## config.mk

```make
export PLATFORM = sky130hd
export DESIGN_NAME = sva_verdict_collector
export DESIGN_NICKNAME = d
export VERILOG_FILES = /design/src/rtl/sva_verdict_collector.sv
export SDC_FILE = /design/constraint.sdc
export NUM_CORES = 1
export LEC_CHECK = 0
export ABC_AREA = 1
export ABC_CLOCK_PERIOD_IN_PS = 6500
export CAP_MARGIN = 20
export CORE_AREA = 2 2 177 179
export CTS_CLUSTER_SIZE = 16
export DETAILED_ROUTE_END_ITERATION = 10
export DIE_AREA = 0 0 179 181
export PLACE_DENSITY = 0.51
export REMOVE_ABC_BUFFERS = 1
export SLEW_MARGIN = 20
export SYNTH_ARGS = -nofsm -noshare
export SYNTH_HDL_FRONTEND = slang
export SYNTH_SLANG_ARGS = --single-unit
```

## constraint.sdc

```tcl
create_clock -name sys_clk -period 6.5 [get_ports sys_clk]
set_clock_uncertainty 0.05 [all_clocks]
set_input_delay 1.625 -clock sys_clk [delete_from_list [all_inputs] [get_ports sys_clk]]
set_output_delay 1.625 -clock sys_clk [all_outputs]
set_load 0.005 [all_outputs]
```

## src/rtl/sva_verdict_collector.sv

```systemverilog
// sva_verdict_collector: outcome counters, sticky verdict and timestamped
// event FIFO for a single-attempt SVA evaluation FSM.
//
// Ports:
//   sys_clk, sys_rst          clock and synchronous active-high reset
//   gclk_tick                 one pulse per user-clock rising edge
//   busy, succ, lazy_succ,    evaluation FSM status and outcome pulses
//   fail, clear               soft clear (keeps the period counter)
//   succ_cnt, lazy_cnt,       saturating outcome counters
//   fail_cnt, verdict         0 NONE, 1 PASS, 2 LAZY, 3 FAIL
//   first_fail_valid/period   sticky first-fail timestamp
//   frame_done                one-cycle pulse after a busy falling edge
//   evt_valid/kind/period     show-ahead event FIFO head (kind 1 = fail)
//   evt_ready                 consumer pop strobe
//   evt_overflow, drop_cnt    dropped-event tracking
module sva_verdict_collector #(
    parameter int CNT_WIDTH    = 16,
    parameter int PERIOD_WIDTH = 16,
    parameter int FIFO_DEPTH   = 8
) (
    input  logic                    sys_clk,
    input  logic                    sys_rst,
    input  logic                    gclk_tick,
    input  logic                    busy,
    input  logic                    succ,
    input  logic                    lazy_succ,
    input  logic                    fail,
    input  logic                    clear,
    output logic [CNT_WIDTH-1:0]    succ_cnt,
    output logic [CNT_WIDTH-1:0]    lazy_cnt,
    output logic [CNT_WIDTH-1:0]    fail_cnt,
    output logic [1:0]              verdict,
    output logic                    first_fail_valid,
    output logic [PERIOD_WIDTH-1:0] first_fail_period,
    output logic                    frame_done,
    output logic                    evt_valid,
    output logic                    evt_kind,
    output logic [PERIOD_WIDTH-1:0] evt_period,
    input  logic                    evt_ready,
    output logic                    evt_overflow,
    output logic [CNT_WIDTH-1:0]    drop_cnt
);

    localparam int PTR_W = $clog2(FIFO_DEPTH);
    localparam logic [PTR_W:0] FULL_CNT = (PTR_W + 1)'(FIFO_DEPTH);

    typedef enum logic [1:0] {
        V_NONE = 2'd0,
        V_PASS = 2'd1,
        V_LAZY = 2'd2,
        V_FAIL = 2'd3
    } verdict_e;

    function automatic logic [CNT_WIDTH-1:0] sat_inc(
        input logic [CNT_WIDTH-1:0] v,
        input logic                 en
    );
        return (en && (v != '1)) ? v + CNT_WIDTH'(1) : v;
    endfunction

    verdict_e                verdict_q, verdict_d;
    logic [PERIOD_WIDTH-1:0] period_q, period_d;
    logic [CNT_WIDTH-1:0]    succ_cnt_q, succ_cnt_d;
    logic [CNT_WIDTH-1:0]    lazy_cnt_q, lazy_cnt_d;
    logic [CNT_WIDTH-1:0]    fail_cnt_q, fail_cnt_d;
    logic [CNT_WIDTH-1:0]    drop_cnt_q, drop_cnt_d;
    logic                    overflow_q, overflow_d;
    logic                    ff_valid_q, ff_valid_d;
    logic [PERIOD_WIDTH-1:0] ff_period_q, ff_period_d;
    logic                    busy_q, busy_d;
    logic                    busy_prev_q, busy_prev_d;
    logic                    frame_done_q, frame_done_d;
    logic [PTR_W-1:0]        wr_ptr_q, wr_ptr_d;
    logic [PTR_W-1:0]        rd_ptr_q, rd_ptr_d;
    logic [PTR_W:0]          count_q, count_d;
    logic [PERIOD_WIDTH:0]   mem_q [FIFO_DEPTH];
    logic [PERIOD_WIDTH:0]   mem_d [FIFO_DEPTH];
    logic [PERIOD_WIDTH:0]   head;

    logic pop, push_req, full, push_en, drop;

    // Verdict: fail dominates and is absorbing; lazy dominates pass.
    always_comb begin
        verdict_d = verdict_q;
        unique case (verdict_q)
            V_NONE: begin
                if (fail)           verdict_d = V_FAIL;
                else if (lazy_succ) verdict_d = V_LAZY;
                else if (succ)      verdict_d = V_PASS;
            end
            V_PASS: begin
                if (fail)           verdict_d = V_FAIL;
                else if (lazy_succ) verdict_d = V_LAZY;
            end
            V_LAZY: begin
                if (fail)           verdict_d = V_FAIL;
            end
            V_FAIL: verdict_d = V_FAIL;
        endcase
        if (clear) verdict_d = V_NONE;
    end

    always_comb begin
        period_d     = period_q + PERIOD_WIDTH'(gclk_tick);
        succ_cnt_d   = sat_inc(succ_cnt_q, succ);
        lazy_cnt_d   = sat_inc(lazy_cnt_q, lazy_succ);
        fail_cnt_d   = sat_inc(fail_cnt_q, fail);
        ff_valid_d   = ff_valid_q;
        ff_period_d  = ff_period_q;
        busy_d       = busy;
        busy_prev_d  = busy_q;
        frame_done_d = busy_prev_q & ~busy_q;
        mem_d        = mem_q;

        pop      = evt_valid && evt_ready;
        push_req = fail | lazy_succ;
        full     = (count_q == FULL_CNT);
        // A pop in the same cycle frees the slot, so a full FIFO still
        // accepts the push.
        push_en  = push_req && (!full || pop);
        drop     = push_req && full && !pop;

        drop_cnt_d = sat_inc(drop_cnt_q, drop);
        overflow_d = overflow_q | drop;

        if (fail && !ff_valid_q) begin
            ff_valid_d  = 1'b1;
            ff_period_d = period_q;
        end

        if (push_en) mem_d[wr_ptr_q] = {fail, period_q};
        wr_ptr_d = wr_ptr_q + PTR_W'(push_en);
        rd_ptr_d = rd_ptr_q + PTR_W'(pop);
        count_d  = count_q + (PTR_W + 1)'(push_en) - (PTR_W + 1)'(pop);

        if (clear) begin
            succ_cnt_d   = '0;
            lazy_cnt_d   = '0;
            fail_cnt_d   = '0;
            drop_cnt_d   = '0;
            overflow_d   = 1'b0;
            ff_valid_d   = 1'b0;
            ff_period_d  = '0;
            busy_d       = 1'b0;
            busy_prev_d  = 1'b0;
            frame_done_d = 1'b0;
            wr_ptr_d     = '0;
            rd_ptr_d     = '0;
            count_d      = '0;
        end
    end

    always_ff @(posedge sys_clk) begin
        if (sys_rst) begin
            verdict_q    <= V_NONE;
            period_q     <= '0;
            succ_cnt_q   <= '0;
            lazy_cnt_q   <= '0;
            fail_cnt_q   <= '0;
            drop_cnt_q   <= '0;
            overflow_q   <= 1'b0;
            ff_valid_q   <= 1'b0;
            ff_period_q  <= '0;
            busy_q       <= 1'b0;
            busy_prev_q  <= 1'b0;
            frame_done_q <= 1'b0;
            wr_ptr_q     <= '0;
            rd_ptr_q     <= '0;
            count_q      <= '0;
        end else begin
            verdict_q    <= verdict_d;
            period_q     <= period_d;
            succ_cnt_q   <= succ_cnt_d;
            lazy_cnt_q   <= lazy_cnt_d;
            fail_cnt_q   <= fail_cnt_d;
            drop_cnt_q   <= drop_cnt_d;
            overflow_q   <= overflow_d;
            ff_valid_q   <= ff_valid_d;
            ff_period_q  <= ff_period_d;
            busy_q       <= busy_d;
            busy_prev_q  <= busy_prev_d;
            frame_done_q <= frame_done_d;
            wr_ptr_q     <= wr_ptr_d;
            rd_ptr_q     <= rd_ptr_d;
            count_q      <= count_d;
        end
    end

    // Storage needs no reset: entries are only visible through count_q.
    always_ff @(posedge sys_clk) begin
        mem_q <= mem_d;
    end

    assign head              = mem_q[rd_ptr_q];
    assign succ_cnt          = succ_cnt_q;
    assign lazy_cnt          = lazy_cnt_q;
    assign fail_cnt          = fail_cnt_q;
    assign verdict           = verdict_q;
    assign first_fail_valid  = ff_valid_q;
    assign first_fail_period = ff_period_q;
    assign frame_done        = frame_done_q;
    assign evt_valid         = (count_q != '0);
    assign evt_kind          = head[PERIOD_WIDTH];
    assign evt_period        = head[PERIOD_WIDTH-1:0];
    assign evt_overflow      = overflow_q;
    assign drop_cnt          = drop_cnt_q;

endmodule

```

==> results.py, run 1 <==
metrics = {
    "min_path": {
        "min_path_type": "reg -> reg",
        "hold_end": "frame_done",
        "worstHoldPathCells": 2,
        "min_from": "busy_prev_q",
    },
    "synthesis": {
        "yosys.area.top_type_share": 0.368,
        "yosys_warnings": 0,
        "synth.area.top_cells": "edfxtp_1 (37%), dfxtp_1 (20%), nand2_1 (8.5%), nor2_1 (8.4%), nand3_1 (3.2%)",
        "syn_inst": 1232,
        "yosysTopAreaCell": "edfxtp_1",
        "synth-seq-area-share": 0.573,
        "yosysUniqueCellTypes": 39,
        "synth-seq-cells": 249,
        "synthFlopType": "edfxtp_1",
        "postSynthAreaPerCell_um2": 9.00,
        "syn_area_mm2": 0.0111,
        "synth_edf_count": 136,
        "async_flop_share": 0,
    },
    "clock_tree": {
        "insertion_delay_ps": 530,
        "cts_buffer_depth": 3,
        "cts_htree_levels": 1,
        "hold_buffers": 0,
        "tritoncts": "built",
        "cts_setup_buffers": 0,
        "cts_buffers": 27,
        "cts_root_buf": "clkbuf_16",
        "clk_pin_slew_worst_paths_ps": 60,
        "cts_sinks": 249,
        "cts.repair.resized": 0,
    },
    "setup_path": {
        "reg2regPathDepth": 8,
        "path_cells": "clkinv_1 > nand2_1 > nand2_1 > clkdlybuf4s50_1",
        "cp.required_ps": 4830,
        "crit_path_max_incr_delay_ps": 830,
        "endpoint_kind": "output port",
        "crit_slowest_cell": "dfxtp_1",
        "arrival_ps": 3030,
        "path_depth": 4,
        "path_class": "reg -> out",
        "crit_family": "buffers and inverters",
        "crit_fanout": 19,
        "r2r-start": "count_q[2]",
        "rr_endpoint": "mem_q[98]",
        "r2r_slack_ps": 3980,
        "cp_common_cell": "nand2_1",
        "startpoint_type": "register",
        "path_buf_inv": 2,
    },
    "sta": {
        "setup_viol": 0,
        "maxSlewHeadroom": 0.309,
        "slew_violations": 0,
        "holdWs_ps": 377,
        "min_period_over_period": 0.724,
        "layout_setup_ws_ps": 1790,
        "final_hold_viol_count": 0,
        "fmax_mhz": 212,
        "fin_crit_ps": 4710,
        "setup-tns-final_ps": 0,
        "rsz0062_at_grt": "false",
        "worst_pin_slew_ps": 1040,
    },
    "grt": {
        "grt_max_degree": 70,
        "grt_pass1_wl_um": 44000,
        "grt_pass1_vias": 8091,
        "grt_usage": 0.173,
        "antenna_found_initial": 1,
        "overflow": 0,
    },
    "layout": {
        "n_antenna_cell": 0,
        "stdcell_area_mm2": 0.0135,
        "layout.cells.non_filler": 1754,
        "drive_gt1_frac": 0.0670,
        "post-route-util": 0.444,
        "syn2layout_area_growth_pct": 21.6,
        "nets": 1363,
    },
    "route": {
        "post_drt_via_cell_ratio": 4.87,
        "vias": 8547,
        "wirelength_um": 28000,
        "drcViolationCount": 0,
        "drtPass1Iterations": 5,
        "wl_per_cell_um": 16.0,
        "drt_iter0_drc": 471,
        "ant_nets": 0,
    },
    "power_and_ir_drop": {
        "power_mw": 3.55,
        "ir_worst_vdd_v": 0.000205,
        "p_leak_nw": 4.80,
        "power_density_mw_per_mm2": 263,
    },
    "die": {
        "die_y_um": 181,
        "ios": 112,
        "core_area_mm2": 0.0303,
        "std_cell_rows": 64,
        "start_util": 0.365,
        "dieArea_mm2": 0.0324,
        "die_w_um": 179,
    },
    "placed_design": {
        "dpl_cell_area_mm2": 0.0126,
        "place_congestion": 0.797,
        "numPortBuffers": 111,
        "dp.cells": 1704,
        "dpl_worst_slack_ps": 2080,
        "place_hpwl_um": 18500,
    },
    "outcome": {
        "status": "finished clean",
    },
    "run": {
        "cap_violations": 0,
    },
}
cells in the mapped netlist (3+ instances only):
cell type and number:
nand2_1 250, nor2_1 247, edfxtp_1 136, dfxtp_1 113, inv_1 89, nand3_1 71, o21ai_0 64, a21oi_1 55
mux2i_1 34, o22ai_1 34, clkbuf_1 20, ha_1 16, buf_2 12, nand4_1 12, nor3_1 12, nor2_2 10
xor2_1 7, nand3b_1 6, inv_2 5, xnor2_1 5, buf_4 4, nand2_2 4, buf_6 3, nand2_4 3
logic make-up after synthesis:
group                      Yosys count  synth area share
buffers and inverters              138            0.0522
DFF                                249             0.573
adders and majority gates           17            0.0199
muxes                               34            0.0307
AOI/OAI and AO/OA                  158            0.0774
xor gates and xnor gates            12           0.00948
and+or+nand+nor                    624             0.238
power by group:
part           switching, mW  internal (mW)  leakage, nW
clock network          0.632          0.931        0.436
logic                  0.154          0.120         2.19
registers             0.0239           1.69         2.17
total                  0.809           2.74         4.80
cell type report:
cell class                      count  area [µm²]
Clock buffer                       31         701
Clock inverter                     19         201
Fill cell                        2970       16900
Inverter                           97         372
Multi-Input combinational cell    845        4190
Sequential cell                   249        6350
Tap cell                          396         495
Timing Repair Buffer              117        1180
sequential cells by signal, indices dropped and copies added (netlist names):
signal / flops
mem_q: 136
rd_ptr_q: 3
wr_ptr_q: 3
busy_prev_q: 1
first_fail_period: 16
frame_done: 1
succ_cnt: 16
verdict: 2
busy_q: 1
count_q: 4
period_q: 16
fail_cnt: 16
drop_cnt: 16
lazy_cnt: 16
evt_overflow: 1
first_fail_valid: 1
how the worst max path moves through the flow:
stage	start	to	slack, ps
detailed placement	fail	mem_q[91]	2080
global route	rd_ptr_q[2]	evt_period[1]	1610
finish	rd_ptr_q[2]	evt_period[0]	1790
global placement	fail	mem_q[92]	2160
CTS	rd_ptr_q[2]	evt_period[1]	1720
floorplan	rd_ptr_q[0]	evt_kind	1250
routing by layer:
metal	track usage	wire, µm	vias up
li1	-	-	4335
met1	0.247	13700	4009
met2	0.273	12500	170
met3	0.0290	1370	33
met4	0.0387	431	0
met5	0	0	-
tightest hold or removal path, cell delays in order (launching register included):
cell and delay, ps:
dfxtp_1 300, nand2_1 50, nor2_1 40
layout by cell type (no fill, tap or decap), types with 2 or more instances in the layout:
cell type,count
a21oi_1,55
buf_4,5
bufinv_16,4
clkbuf_1,3
clkbuf_16,27
clkdlybuf4s50_1,111
clkinv_1,7
clkinv_2,5
clkinvlp_4,2
dfxtp_1,111
edfxtp_1,136
ha_1,16
inv_1,89
inv_2,5
mux2i_1,34
nand2_1,250
nand2_2,4
nand2_4,3
nand3_1,71
nand3_2,2
nand3b_1,6
nand4_1,12
nor2_1,239
nor2_2,17
nor2_8,2
nor3_1,12
nor3_2,2
o21ai_0,64
o22ai_1,34
xnor2_1,5
xor2_1,7
Power figures use the tool's default switching activity.
==> run 2: changes to the inputs <==
- ABC_CLOCK_PERIOD_IN_PS: 6500 -> 4730
- clock period: 6.5 -> 4.73 ns (I/O delays scaled with it)
==> results.py, run 2 (same netlist as run 1, synthesis figures left out) <==
metrics = {
    "min_path": {
        "min_path_type": "reg -> reg",
    },
    "clock_tree": {
        "cts_sinks": 249,
        "clk_pin_slew_worst_paths_ps": 60,
        "cts_htree_levels": 1,
        "cts_buffers": 28,
        "insertion_delay_ps": 540,
        "cts_buffer_depth": 3,
        "cts.repair.resized": 0,
        "hold_buffers": 0,
        "cts_root_buf": "clkbuf_16",
        "tritoncts": "built",
        "cts_setup_buffers": 0,
    },
    "power_and_ir_drop": {
        "power_mw": 4.74,
        "switching_power_mw": 1.10,
        "pwr-share-clk": 0.423,
        "p_leak_nw": 4.84,
        "swShare": 0.232,
        "intPower_mw": 3.64,
        "ir_worst_vdd_v": 0.000347,
        "power_density_mw_per_mm2": 351,
        "p_seq_frac": 0.498,
        "combPwrFrac": 0.079,
    },
    "route": {
        "vias": 8474,
        "post_drt_via_cell_ratio": 4.79,
        "drtPass1Iterations": 5,
        "drcViolationCount": 0,
        "wirelength_um": 26800,
        "ant_nets": 0,
        "wl_per_cell_um": 15.1,
        "drt_iter0_drc": 501,
    },
    "outcome": {
        "status": "finished clean",
    },
    "setup_path": {
        "crit_family": "buffers and inverters",
        "arrival_ps": 2770,
        "crit_path_max_incr_delay_ps": 670,
        "startpoint_type": "register",
        "path_buf_inv": 2,
        "crit_slowest_cell": "dfxtp_2",
        "cp.required_ps": 3500,
        "crit_fanout": 31,
        "path_class": "reg -> out",
        "cp_common_cell": "nand2_1",
        "path_cells": "buf_4 > o21ai_0 > o22ai_1 > nand2_1 > nand2_1 > clkdlybuf4s50_1",
        "endpoint_kind": "output port",
    },
    "sta": {
        "fmax_mhz": 250,
        "slew_violations": 0,
        "maxSlewHeadroom": 0.447,
        "fin_crit_ps": 4000,
        "final_hold_viol_count": 0,
        "worst_pin_slew_ps": 827,
        "setup_viol": 0,
        "setup-tns-final_ps": 0,
        "rsz0062_at_grt": "false",
        "min_period_over_period": 0.846,
    },
    "placed_design": {
        "numPortBuffers": 111,
        "place_hpwl_um": 17300,
        "place_congestion": 0.790,
    },
    "layout": {
        "final_cell_mix": "nand2_1 (250), nor2_1 (239), edfxtp_1 (136)",
        "nets": 1378,
        "largest_reg_flops": 136,
        "multiInputGateArea_mm2": 0.00419,
        "top_register": "mem_q",
        "seqCellArea_mm2": 0.00635,
        "n_antenna_cell": 0,
        "mostFrequentLayoutCell": "nand2_1",
        "drive_gt1_frac": 0.0713,
        "syn2layout_area_growth_pct": 22.0,
        "post-route-util": 0.445,
        "fill_cells": 2947,
    },
    "grt": {
        "grt_max_degree": 37,
        "grt_pass1_vias": 7884,
        "grt_pass1_wl_um": 43000,
        "antenna_found_initial": 0,
        "overflow": 0,
        "grt_usage": 0.166,
    },
    "die": {
        "ios": 112,
        "start_util": 0.365,
        "die_w_um": 179,
        "dieArea_mm2": 0.0324,
        "std_cell_rows": 64,
        "core_area_mm2": 0.0303,
        "die_y_um": 181,
    },
    "run": {
        "cap_violations": 0,
    },
}
[run 2: per-layer routing]
metal  track usage  vias up  routed length (µm)
met3        0.0316       36                1240
met1         0.231     3935               12700
li1              -     4364                   -
met5             0        -                   0
met2         0.268      139               12400
met4        0.0387        0                 437
[run 2: power by group through the flow]
stage | Clock, mW | Combinational, mW | Sequential (mW)
3_5_place_dp | 0 | 0.382 | 2.41
6_report | 2.00 | 0.375 | 2.36
3_3_place_gp | 0 | 0.379 | 2.41
5_1_grt | 2.16 | 0.421 | 2.36
2_1_floorplan | 0 | 0.205 | 2.41
4_1_cts | 2.06 | 0.384 | 2.36
[run 2: path summary, 6_finish.rpt]
| check | startpoint | to | slack, ps | cells past startpoint |
|---|---|---|---|---|
| max reg2reg | count_q[2] | count_q[2] | 2420 | 11 |
| min reg2reg | busy_q | busy_prev_q | 380 | 2 |
| max | rd_ptr_q[0] | evt_period[13] | 730 | 6 |
| min | busy_q | busy_prev_q | 380 | 2 |
[run 2: area by class of cell]
class | count | area share
inverter | 97 | 0.0275
multi-input combinational | 845 | 0.310
tap | 396 | 0.0366
timing repair buffer | 131 | 0.0942
sequential | 249 | 0.470
clock buffer | 38 | 0.0546
clock inverter | 14 | 0.00796
[run 2: tightest hold or removal path: stages (launching register included)]
cell	delay, ps
dfxtp_1	290
inv_1	60
nor2_1	40
[run 2: per-stage QoR]
| stage | hold slack [ps] | worst slack [ps] | instances | cell area, µm² |
|---|---|---|---|---|
| floorplan | 357 | -74.1 | 1191 | 10900 |
| CTS | 383 | 694 | 1770 | 13500 |
| detailed placement | 374 | 1090 | 1718 | 12700 |
| global route | 422 | 566 | 1770 | 13500 |
| finish | 381 | 727 | 1770 | 13500 |
| global placement | 372 | 1130 | 1718 | 12700 |
==> run 3: changes to the inputs <==
- ABC_CLOCK_PERIOD_IN_PS: 4730 -> 3450
- PLACE_DENSITY: 0.51 -> 0.53
- clock period: 4.73 -> 3.45 ns (I/O delays scaled with it)
==> results.py, run 3 (same netlist as run 1, synthesis figures left out) <==
metrics = {
    "setup_path": {
        "reg2regPathDepth": 11,
        "r2r_slack_ps": 1150,
        "crit_end": "evt_period[4]",
        "cp.required_ps": 2540,
        "crit_fanout": 31,
        "crit_start": "rd_ptr_q[0]",
        "path_class": "reg -> out",
        "endpoint_kind": "output port",
        "arrival_ps": 2340,
        "r2r-start": "count_q[2]",
        "startpoint_type": "register",
        "rr_endpoint": "count_q[2]",
    },
    "clock_tree": {
        "cts_sinks": 249,
        "hold_buffers": 0,
        "cts_root_buf": "clkbuf_16",
        "tritoncts": "built",
        "clk_pin_slew_worst_paths_ps": 60,
        "cts.repair.resized": 0,
        "cts_htree_levels": 1,
        "insertion_delay_ps": 550,
        "cts_setup_buffers": 0,
        "cts_buffer_depth": 3,
        "cts_buffers": 28,
    },
    "grt": {
        "grt_max_degree": 70,
        "antenna_found_initial": 0,
        "overflow": 0,
        "grt_pass1_wl_um": 42000,
        "grt_usage": 0.162,
        "grt_pass1_vias": 8080,
    },
    "layout": {
        "n_antenna_cell": 0,
        "drive_gt1_frac": 0.0786,
        "nets": 1379,
        "top_register": "mem_q",
        "stdcell_area_mm2": 0.0136,
        "mostFrequentLayoutCell": "nand2_1",
        "seqCellArea_mm2": 0.00635,
        "layout.cells.non_filler": 1770,
        "multiInputGateArea_mm2": 0.00419,
        "post-route-util": 0.449,
        "fill_cells": 2936,
        "largest_reg_flops": 136,
        "final_cell_mix": "nand2_1 (250), nor2_1 (239), edfxtp_1 (136)",
        "syn2layout_area_growth_pct": 22.9,
    },
    "route": {
        "post_drt_via_cell_ratio": 4.82,
        "wirelength_um": 26300,
        "drcViolationCount": 0,
        "ant_nets": 0,
        "wl_per_cell_um": 14.8,
        "vias": 8540,
        "drt_iter0_drc": 394,
        "drtPass1Iterations": 4,
    },
    "die": {
        "dieArea_mm2": 0.0324,
        "start_util": 0.365,
        "die_y_um": 181,
        "core_area_mm2": 0.0303,
        "std_cell_rows": 64,
        "die_w_um": 179,
        "ios": 112,
    },
    "power_and_ir_drop": {
        "ir_worst_vdd_v": 0.000307,
        "p_leak_nw": 4.90,
        "power_mw": 6.74,
        "power_density_mw_per_mm2": 495,
    },
    "placed_design": {
        "dpl_cell_area_mm2": 0.0127,
        "numPortBuffers": 111,
        "place_hpwl_um": 17100,
        "dp.cells": 1719,
        "dpl_worst_slack_ps": 274,
        "place_congestion": 0.797,
    },
    "sta": {
        "layout_setup_ws_ps": 200,
        "setup-tns-final_ps": 0,
        "maxSlewHeadroom": 0.441,
        "slew_violations": 0,
        "worst_pin_slew_ps": 836,
        "setup_viol": 0,
        "final_hold_viol_count": 0,
        "fin_crit_ps": 3250,
        "min_period_over_period": 0.942,
        "rsz0062_at_grt": "false",
        "holdWs_ps": 381,
        "fmax_mhz": 308,
    },
    "outcome": {
        "status": "finished clean",
    },
    "run": {
        "cap_violations": 0,
    },
    "min_path": {
        "min_from": "busy_prev_q",
        "min_path_type": "reg -> reg",
    },
}
==> run 3: changes by cell type in the layout (fill, tap and decap cells not counted), sizes merged <==
cell / change
inv: -1
bufinv: +2
buf: +1
clkinvlp: -1
clkinv: +1
clkbuf: -2
==> run 3: per-layer routing <==
layer	track usage	wire, µm
met5	0	0
met1	0.215	12400
met2	0.271	12200
met3	0.0343	1210
met4	0.0354	434
==> run 3: power breakdown <==
group / internal, mW / switching (mW) / total [mW]
clock: 1.79 / 1.21 / 3.00
sequential: 3.19 / 0.0430 / 3.23
combinational: 0.234 / 0.280 / 0.514
total: 5.21 / 1.53 / 6.74
==> run 3: worst min path at each step <==
| stage | to | slack, ps | cells after the start |
|---|---|---|---|
| 4_1_cts | frame_done | 380 | 2 |
| 6_report | frame_done | 380 | 2 |
| 3_5_place_dp | frame_done | 370 | 2 |
| 5_1_grt | busy_prev_q | 410 | 2 |
| 3_3_place_gp | frame_done | 370 | 2 |
| 2_1_floorplan | frame_done | 360 | 2 |
==> run 3: final cells by class <==
cell class / instances / share of cell area
Clock buffer: 36 / 0.0566
Tap cell: 396 / 0.0364
Timing Repair Buffer: 132 / 0.0950
Sequential cell: 249 / 0.466
Clock inverter: 15 / 0.0116
Multi-Input combinational cell: 845 / 0.307
Inverter: 97 / 0.0273
==> run 3: worst max-delay path, stage by stage (launching register included) <==
cell and delay, ps:
dfxtp_2 330, clkinv_1 90, buf_4 380, nor2_1 80, o22ai_1 180, nand2_1 70
nand2_1 130, clkdlybuf4s50_1 530
